===== config.mk =====
export PLATFORM = sky130hd
export DESIGN_NAME = apb_req_arbiter
export DESIGN_NICKNAME = d
export VERILOG_FILES = /design/src/rtl/apb_req_arbiter_pkg.sv /design/src/rtl/apb_req_arbiter_rr_arb2.sv /design/src/rtl/apb_req_arbiter.sv
export SDC_FILE = /design/constraint.sdc
export NUM_CORES = 1
export LEC_CHECK = 0
export CAP_MARGIN = 20
export CORE_MARGIN = 1.5
export CORE_UTILIZATION = 44
export CTS_BUF_LIST = sky130_fd_sc_hd__clkbuf_16
export DETAILED_ROUTE_END_ITERATION = 8
export PLACE_DENSITY = 0.94
export SLEW_MARGIN = 20
export SYNTH_ARGS = -nofsm -noshare
export SYNTH_HDL_FRONTEND = slang
export SYNTH_SLANG_ARGS = --single-unit

===== constraint.sdc =====
create_clock -name pclk -period 2.9 [get_ports pclk]
set_clock_uncertainty 0.1 [all_clocks]
set_input_delay 0.435 -clock pclk [delete_from_list [all_inputs] [get_ports pclk]]
set_output_delay 0.435 -clock pclk [all_outputs]
set_load 0.01 [all_outputs]

===== src/rtl/apb_req_arbiter_pkg.sv =====
// Shared types and constants for the two-requester APB command arbiter.
package apb_arb_pkg;

  localparam int NREQ   = 2;
  localparam int ARB_AW = 9;
  localparam int ARB_DW = 8;

  typedef enum logic [1:0] {
    IDLE = 2'd0,
    BUSY = 2'd1,
    RESP = 2'd2
  } state_t;

  typedef struct packed {
    logic              write;
    logic [ARB_AW-1:0] addr;
    logic [ARB_DW-1:0] wdata;
  } cmd_t;

  typedef struct packed {
    logic [ARB_DW-1:0] rdata;
    logic              err;
  } rsp_t;

endpackage


===== src/rtl/apb_req_arbiter_rr_arb2.sv =====
// Two-way round-robin picker: a lone requester wins outright, a tie goes to
// whoever was not served last.
module rr_arb2
  import apb_arb_pkg::*;
(
  input  logic [NREQ-1:0] req_valid,
  input  logic            last_grant,
  output logic            grant,
  output logic            grant_valid
);

  always_comb begin
    grant_valid = |req_valid;
    grant       = 1'b0;
    case (req_valid)
      2'b01:   grant = 1'b0;
      2'b10:   grant = 1'b1;
      2'b11:   grant = ~last_grant;
      default: grant = 1'b0;
    endcase
  end

endmodule


===== src/rtl/apb_req_arbiter.sv =====
// Serialises two command requesters onto the APB bridge command port, one
// transfer at a time, with a bounded wait for the bridge to finish.
//
// state | meaning
// IDLE  | waiting for a request; grant accepted combinationally
// BUSY  | transfer held high, waiting for xfer_done or timeout
// RESP  | bridge outputs cleared, one-cycle rsp_valid to the owner
module apb_req_arbiter
  import apb_arb_pkg::*;
#(
  parameter int AW      = ARB_AW,
  parameter int DW      = ARB_DW,
  parameter int TIMEOUT = 16
) (
  input  logic              pclk,
  input  logic              preset,
  input  logic [NREQ-1:0]   req_valid,
  output logic [NREQ-1:0]   req_ready,
  input  logic [NREQ-1:0]   req_write,
  input  logic [2*AW-1:0]   req_addr,
  input  logic [2*DW-1:0]   req_wdata,
  output logic [NREQ-1:0]   rsp_valid,
  output logic [DW-1:0]     rsp_rdata,
  output logic              rsp_err,
  output logic              transfer,
  output logic              READ_WRITE,
  output logic [AW-1:0]     apb_write_paddr,
  output logic [DW-1:0]     apb_write_data,
  output logic [AW-1:0]     apb_read_paddr,
  input  logic [DW-1:0]     apb_read_data_out,
  input  logic              xfer_done,
  output logic              busy
);

  localparam int CW = (TIMEOUT > 2) ? $clog2(TIMEOUT) : 1;
  localparam logic [CW-1:0] CNT_LAST = CW'(TIMEOUT - 1);
  localparam logic [CW-1:0] CNT_MAX  = {CW{1'b1}};

  state_t        state;
  logic          last_grant;
  logic          grant_q;
  logic [CW-1:0] cnt;
  rsp_t          rsp_q;
  cmd_t          cmd_sel;
  logic          grant;
  logic          grant_valid;

  rr_arb2 u_rr_arb2 (
    .req_valid   (req_valid),
    .last_grant  (last_grant),
    .grant       (grant),
    .grant_valid (grant_valid)
  );

  always_comb begin
    cmd_sel       = '0;
    cmd_sel.write = req_write[grant];
    cmd_sel.addr  = grant ? req_addr[2*AW-1:AW]  : req_addr[AW-1:0];
    cmd_sel.wdata = grant ? req_wdata[2*DW-1:DW] : req_wdata[DW-1:0];
  end

  assign req_ready = (state == IDLE && grant_valid) ? (grant ? 2'b10 : 2'b01) : 2'b00;
  assign busy      = (state != IDLE);
  assign rsp_rdata = rsp_q.rdata;
  assign rsp_err   = rsp_q.err;

  always_ff @(posedge pclk) begin
    if (preset) begin
      state           <= IDLE;
      last_grant      <= 1'b1;
      grant_q         <= 1'b0;
      cnt             <= '0;
      rsp_q           <= '0;
      rsp_valid       <= '0;
      transfer        <= 1'b0;
      READ_WRITE      <= 1'b0;
      apb_write_paddr <= '0;
      apb_write_data  <= '0;
      apb_read_paddr  <= '0;
    end else begin
      case (state)
        IDLE: begin
          rsp_valid <= '0;
          rsp_q     <= '0;
          if (grant_valid) begin
            grant_q         <= grant;
            cnt             <= '0;
            transfer        <= 1'b1;
            READ_WRITE      <= cmd_sel.write;
            apb_write_paddr <= cmd_sel.write ? cmd_sel.addr  : '0;
            apb_write_data  <= cmd_sel.write ? cmd_sel.wdata : '0;
            apb_read_paddr  <= cmd_sel.write ? '0 : cmd_sel.addr;
            state           <= BUSY;
          end
        end
        BUSY: begin
          // A completion arriving on the timeout cycle still counts as success.
          if (xfer_done || cnt == CNT_LAST) begin
            rsp_q.rdata     <= (xfer_done && !READ_WRITE) ? apb_read_data_out : '0;
            rsp_q.err       <= !xfer_done;
            rsp_valid       <= grant_q ? 2'b10 : 2'b01;
            transfer        <= 1'b0;
            READ_WRITE      <= 1'b0;
            apb_write_paddr <= '0;
            apb_write_data  <= '0;
            apb_read_paddr  <= '0;
            state           <= RESP;
          end else if (cnt != CNT_MAX) begin
            cnt <= cnt + 1'b1;
          end
        end
        RESP: begin
          rsp_valid  <= '0;
          rsp_q      <= '0;
          last_grant <= grant_q;
          state      <= IDLE;
        end
        default: state <= IDLE;
      endcase
    end
  end

endmodule

==> qor.csv <==
stage,metric,value,unit
placed_design,DP Cell Count,316,
hold_path,path class of the lowest-slack min-delay path,reg2reg,
synth,synthesized flop and latch total,47,
worst_setup_path,depth of the worst register-to-register path,6,
cts,CTS root buffer,clkbuf_16,
worst_setup_path,CP Max Fanout,4,
placed_design,count of input and output buffers,90,
synth,yosys warns,0,
worst_setup_path,critical path buffer and inverter count,2,
worst_setup_path,cell occurring most often along the worst timing path,clkdlybuf4s50_1,
sta,shortest period the worst path allows,2472,ps
worst_setup_path,reg-to-reg endpoint,apb_write_paddr[2],
synth,predominant post-synthesis flop cell,dfxtp_1,
cells_and_area,fraction of layout cells with a size suffix above 1,0.1402,
placed_design,final estimated routing congestion in global placement,0.8238,
synth,Post-Synthesis Net Count,230,
power,Total Power,1.541,mW
worst_setup_path,critical path data required time,2370,ps
synth,number of enable flip-flop cells after synthesis,0,
sta,final-layout worst hold slack,373.5,ps
grt,first-pass GRT wire length,8445,um
cells_and_area,non-filler instance count after layout,323,
synth,XOR/XNOR Fraction of Synth Area,0,
die,die outline width,70.22,um
sta,worst-margin pin slew,851.2,ps
worst_setup_path,chain of cells forming the critical path,clkdlybuf4s50_1 > o21ai_0 > nor2_1 > clkdlybuf4s50_1,
route,Antenna Nets Post-Route,0,
hold_path,WHS Endpoint,apb_write_data[2],
synth,largest family of logic cells by synthesized area,compound AO/OA/AOI/OAI gates,
sta,total count of hold-check failures in the final report,0,
synth,Avg Synthesized Cell Area,11.05,um2
cts,clock network latency to the later pin of the worst-skew pair,280,ps
route,DR WL met3,439,um
cells_and_area,number of nets in the layout,321,
power,leakage power summed over all cells,1.104,nW
die,die outline area,4931,um2
cts,H-tree levels,2,
synth,sequential element share of the synthesized area,0.4733,
cells_and_area,antenna diode count,0,
worst_setup_path,cell type group with the largest total delay on the critical path,buffers and inverters,
cts,Post-CTS Setup Inserts,0,
synth,Synth Instances,180,
route,count of TritonRoute iterations in the first routing pass,4,
cells_and_area,highest-count cells in the layout ignoring fill and taps,"90 x clkdlybuf4s50_1, 47 x dfxtp_1, 20 x nor2_1",
grt,initial antenna violation count,0,
placed_design,area after detailed placement,2917,um2
synth,"synthesized-area fraction occupied by ao, oa, aoi and oai cells",0.2492,
outcome,status,"finished, final reports clean",
sta,Peak Freq,0.4045,GHz
route,wire length per cell after detailed routing,15.98,um
cells_and_area,post-synthesis to final-layout area growth,53.68,%
worst_setup_path,data arrival time of the critical path,1940,ps
worst_setup_path,startpoint-to-endpoint class of the critical path,in2out,
flow_run,max_cap viols,0,
synth,share of synthesized flip-flops with an asynchronous set or reset,0,
worst_setup_path,crit path launch,req_valid[0],
synth,fraction of the mapped netlist area in adder cells,0.006293,
cts,maximum clock insertion buffer count,2,
synth,multiplexer share of the synthesized area,0.1139,
worst_setup_path,worst-case register-to-register setup slack,470,ps
route,number of vias in the routed layout,1768,
cells_and_area,final design instance area without fill,3055,um2
sta,relative slew slack,0.4316,
worst_setup_path,maximum single-stage delay on the critical path,500,ps
die,IO Count,91,
die,starting density of the core,0.4566,
route,metal1 wirelength,2140,um
cts,Clock Sinks,47,
cts,number of CTS-inserted buffers,5,
cts,clock tree from TritonCTS,done,
sta,total negative slack,0,ps
power,power per cell area,504.4,nW/um2
route,met2 wire length,2517,um
cts,CTS resizes,0,
route,Highest Signal Layer,met4,
sta,number of slew-limit violations in the final report,0,
synth,post-synthesis instance area,1988,um2
worst_setup_path,startpoint type of the worst setup path,input pin,
worst_setup_path,source of the worst register-to-register timing path,cnt[0],
synth,area share of and/or/nand/nor cells after synthesis,0.1139,
cts,clock transition time at the flip-flop clock pins of the worst setup and hold paths,60,ps
route,initial DRC count,50,
die,placeable core region,4354,um2
sta,crit share post-route,0.8525,
power,maximum vdd drop,0.3497,mV
grt,grt total ovfl,0,
grt,total track usage,0.2136,
grt,largest net degree at the start of global routing,22,
route,via/cell ratio,5.474,
synth,number of distinct library cells after synthesis,38,
die,die boundary height,70.22,um
grt,via count of the first global-routing pass,1782,
route,wire length reported by the detailed router,5160,um
placed_design,DPL Wire Length,3889,um
sta,setup repair after global routing missed its margin,false,
worst_setup_path,highest-delay cell along the critical path,clkdlybuf4s50_1,
die,site row count,24,
hold_path,launch instance of the worst min-delay path,apb_write_data[2],
sta,number of setup violations in the final report,0,
cts,cts-stage hold buffer count,0,
hold_path,Hold Path Depth,1,
route,remaining routing DRC violations,0,
cells_and_area,most common library cell in the layout ignoring fill and taps,clkdlybuf4s50_1,
worst_setup_path,type of destination of the critical path,primary output,
cell usage after synthesis, types with 2 or more instances:
| cell type | number | area, um2 |
|---|---|---|
| nor3_1 | 3 | 15.01 |
| a31oi_1 | 2 | 12.51 |
| nand2_1 | 7 | 26.28 |
| a21oi_1 | 6 | 30.03 |
| a22o_1 | 8 | 70.07 |
| and2_1 | 3 | 18.77 |
| o21a_1 | 2 | 15.01 |
| nor2_1 | 20 | 75.07 |
| mux2i_1 | 10 | 100.1 |
| o21ai_0 | 3 | 15.01 |
| inv_1 | 3 | 11.26 |
| buf_6 | 2 | 22.52 |
| o2bb2ai_2 | 9 | 135.1 |
| o211ai_1 | 2 | 15.01 |
| nand3_1 | 2 | 10.01 |
| dfxtp_1 | 47 | 940.9 |
| nand3b_1 | 2 | 15.01 |
| clkbuf_1 | 4 | 15.01 |
| a32oi_1 | 8 | 70.07 |
| buf_2 | 3 | 15.01 |
| mux2_2 | 10 | 112.6 |
| a32o_1 | 8 | 80.08 |
worst max-delay path by stage:
stage | endpoint | slack, ps | depth (start not counted)
5_1_grt | apb_write_paddr[2] | 290 | 6
3_5_place_dp | apb_write_paddr[0] | 250 | 5
4_1_cts | req_ready[0] | 430 | 4
6_report | req_ready[0] | 430 | 4
3_3_place_gp | apb_write_paddr[4] | 360 | 5
2_1_floorplan | req_ready[0] | 1140 | 4
sequential cells by signal (all words and copies together), names as in the netlist:
| register | flops |
|---|---|
| cnt | 4 |
| apb_read_paddr | 9 |
| transfer | 1 |
| state | 2 |
| apb_write_data | 8 |
| last_grant | 1 |
| rsp_valid | 2 |
| rsp_err | 1 |
| apb_write_paddr | 9 |
| grant_q | 1 |
| rsp_rdata | 8 |
| READ_WRITE | 1 |
kinds of logic after synthesis:
family	after synthesis
AO/OA/AOI/OAI	52
flip-flops	47
AND/OR/NAND/NOR	45
multiplexers	21
buffers and inverters	14
adder cells (fa/ha/maj)	1
metal layers:
layer	vias up	track usage
met5	-	0
met4	0	0.05556
met3	6	0.08369
met2	79	0.3690
met1	819	0.2452
li1	864	-
layout make-up:
class                           count  area [um2]
Sequential cell                    47       940.9
Inverter                            3       11.26
Multi-Input combinational cell    119       960.9
Clock buffer                        5       125.1
Timing Repair Buffer               95       938.4
Fill cell                         311        1299
Tap cell                           52       65.06
Clock inverter                      2       13.76
through the flow:
stage	utilization	worst slack, ps
2_1_floorplan	-	1138
3_3_place_gp	0.6698	362.9
6_report	0.7017	427.7
3_5_place_dp	0.6698	250.2
5_1_grt	0.7017	288.5
4_1_cts	0.7017	429.5
power breakdown:
| group | internal, mW | total, mW | switching [mW] |
|---|---|---|---|
| clock network | 0.314 | 0.545 | 0.231 |
| registers | 0.677 | 0.702 | 0.0244 |
| logic | 0.167 | 0.294 | 0.127 |
| total | 1.16 | 1.54 | 0.382 |
No activity file was read; power rests on OpenSTA's default activity.
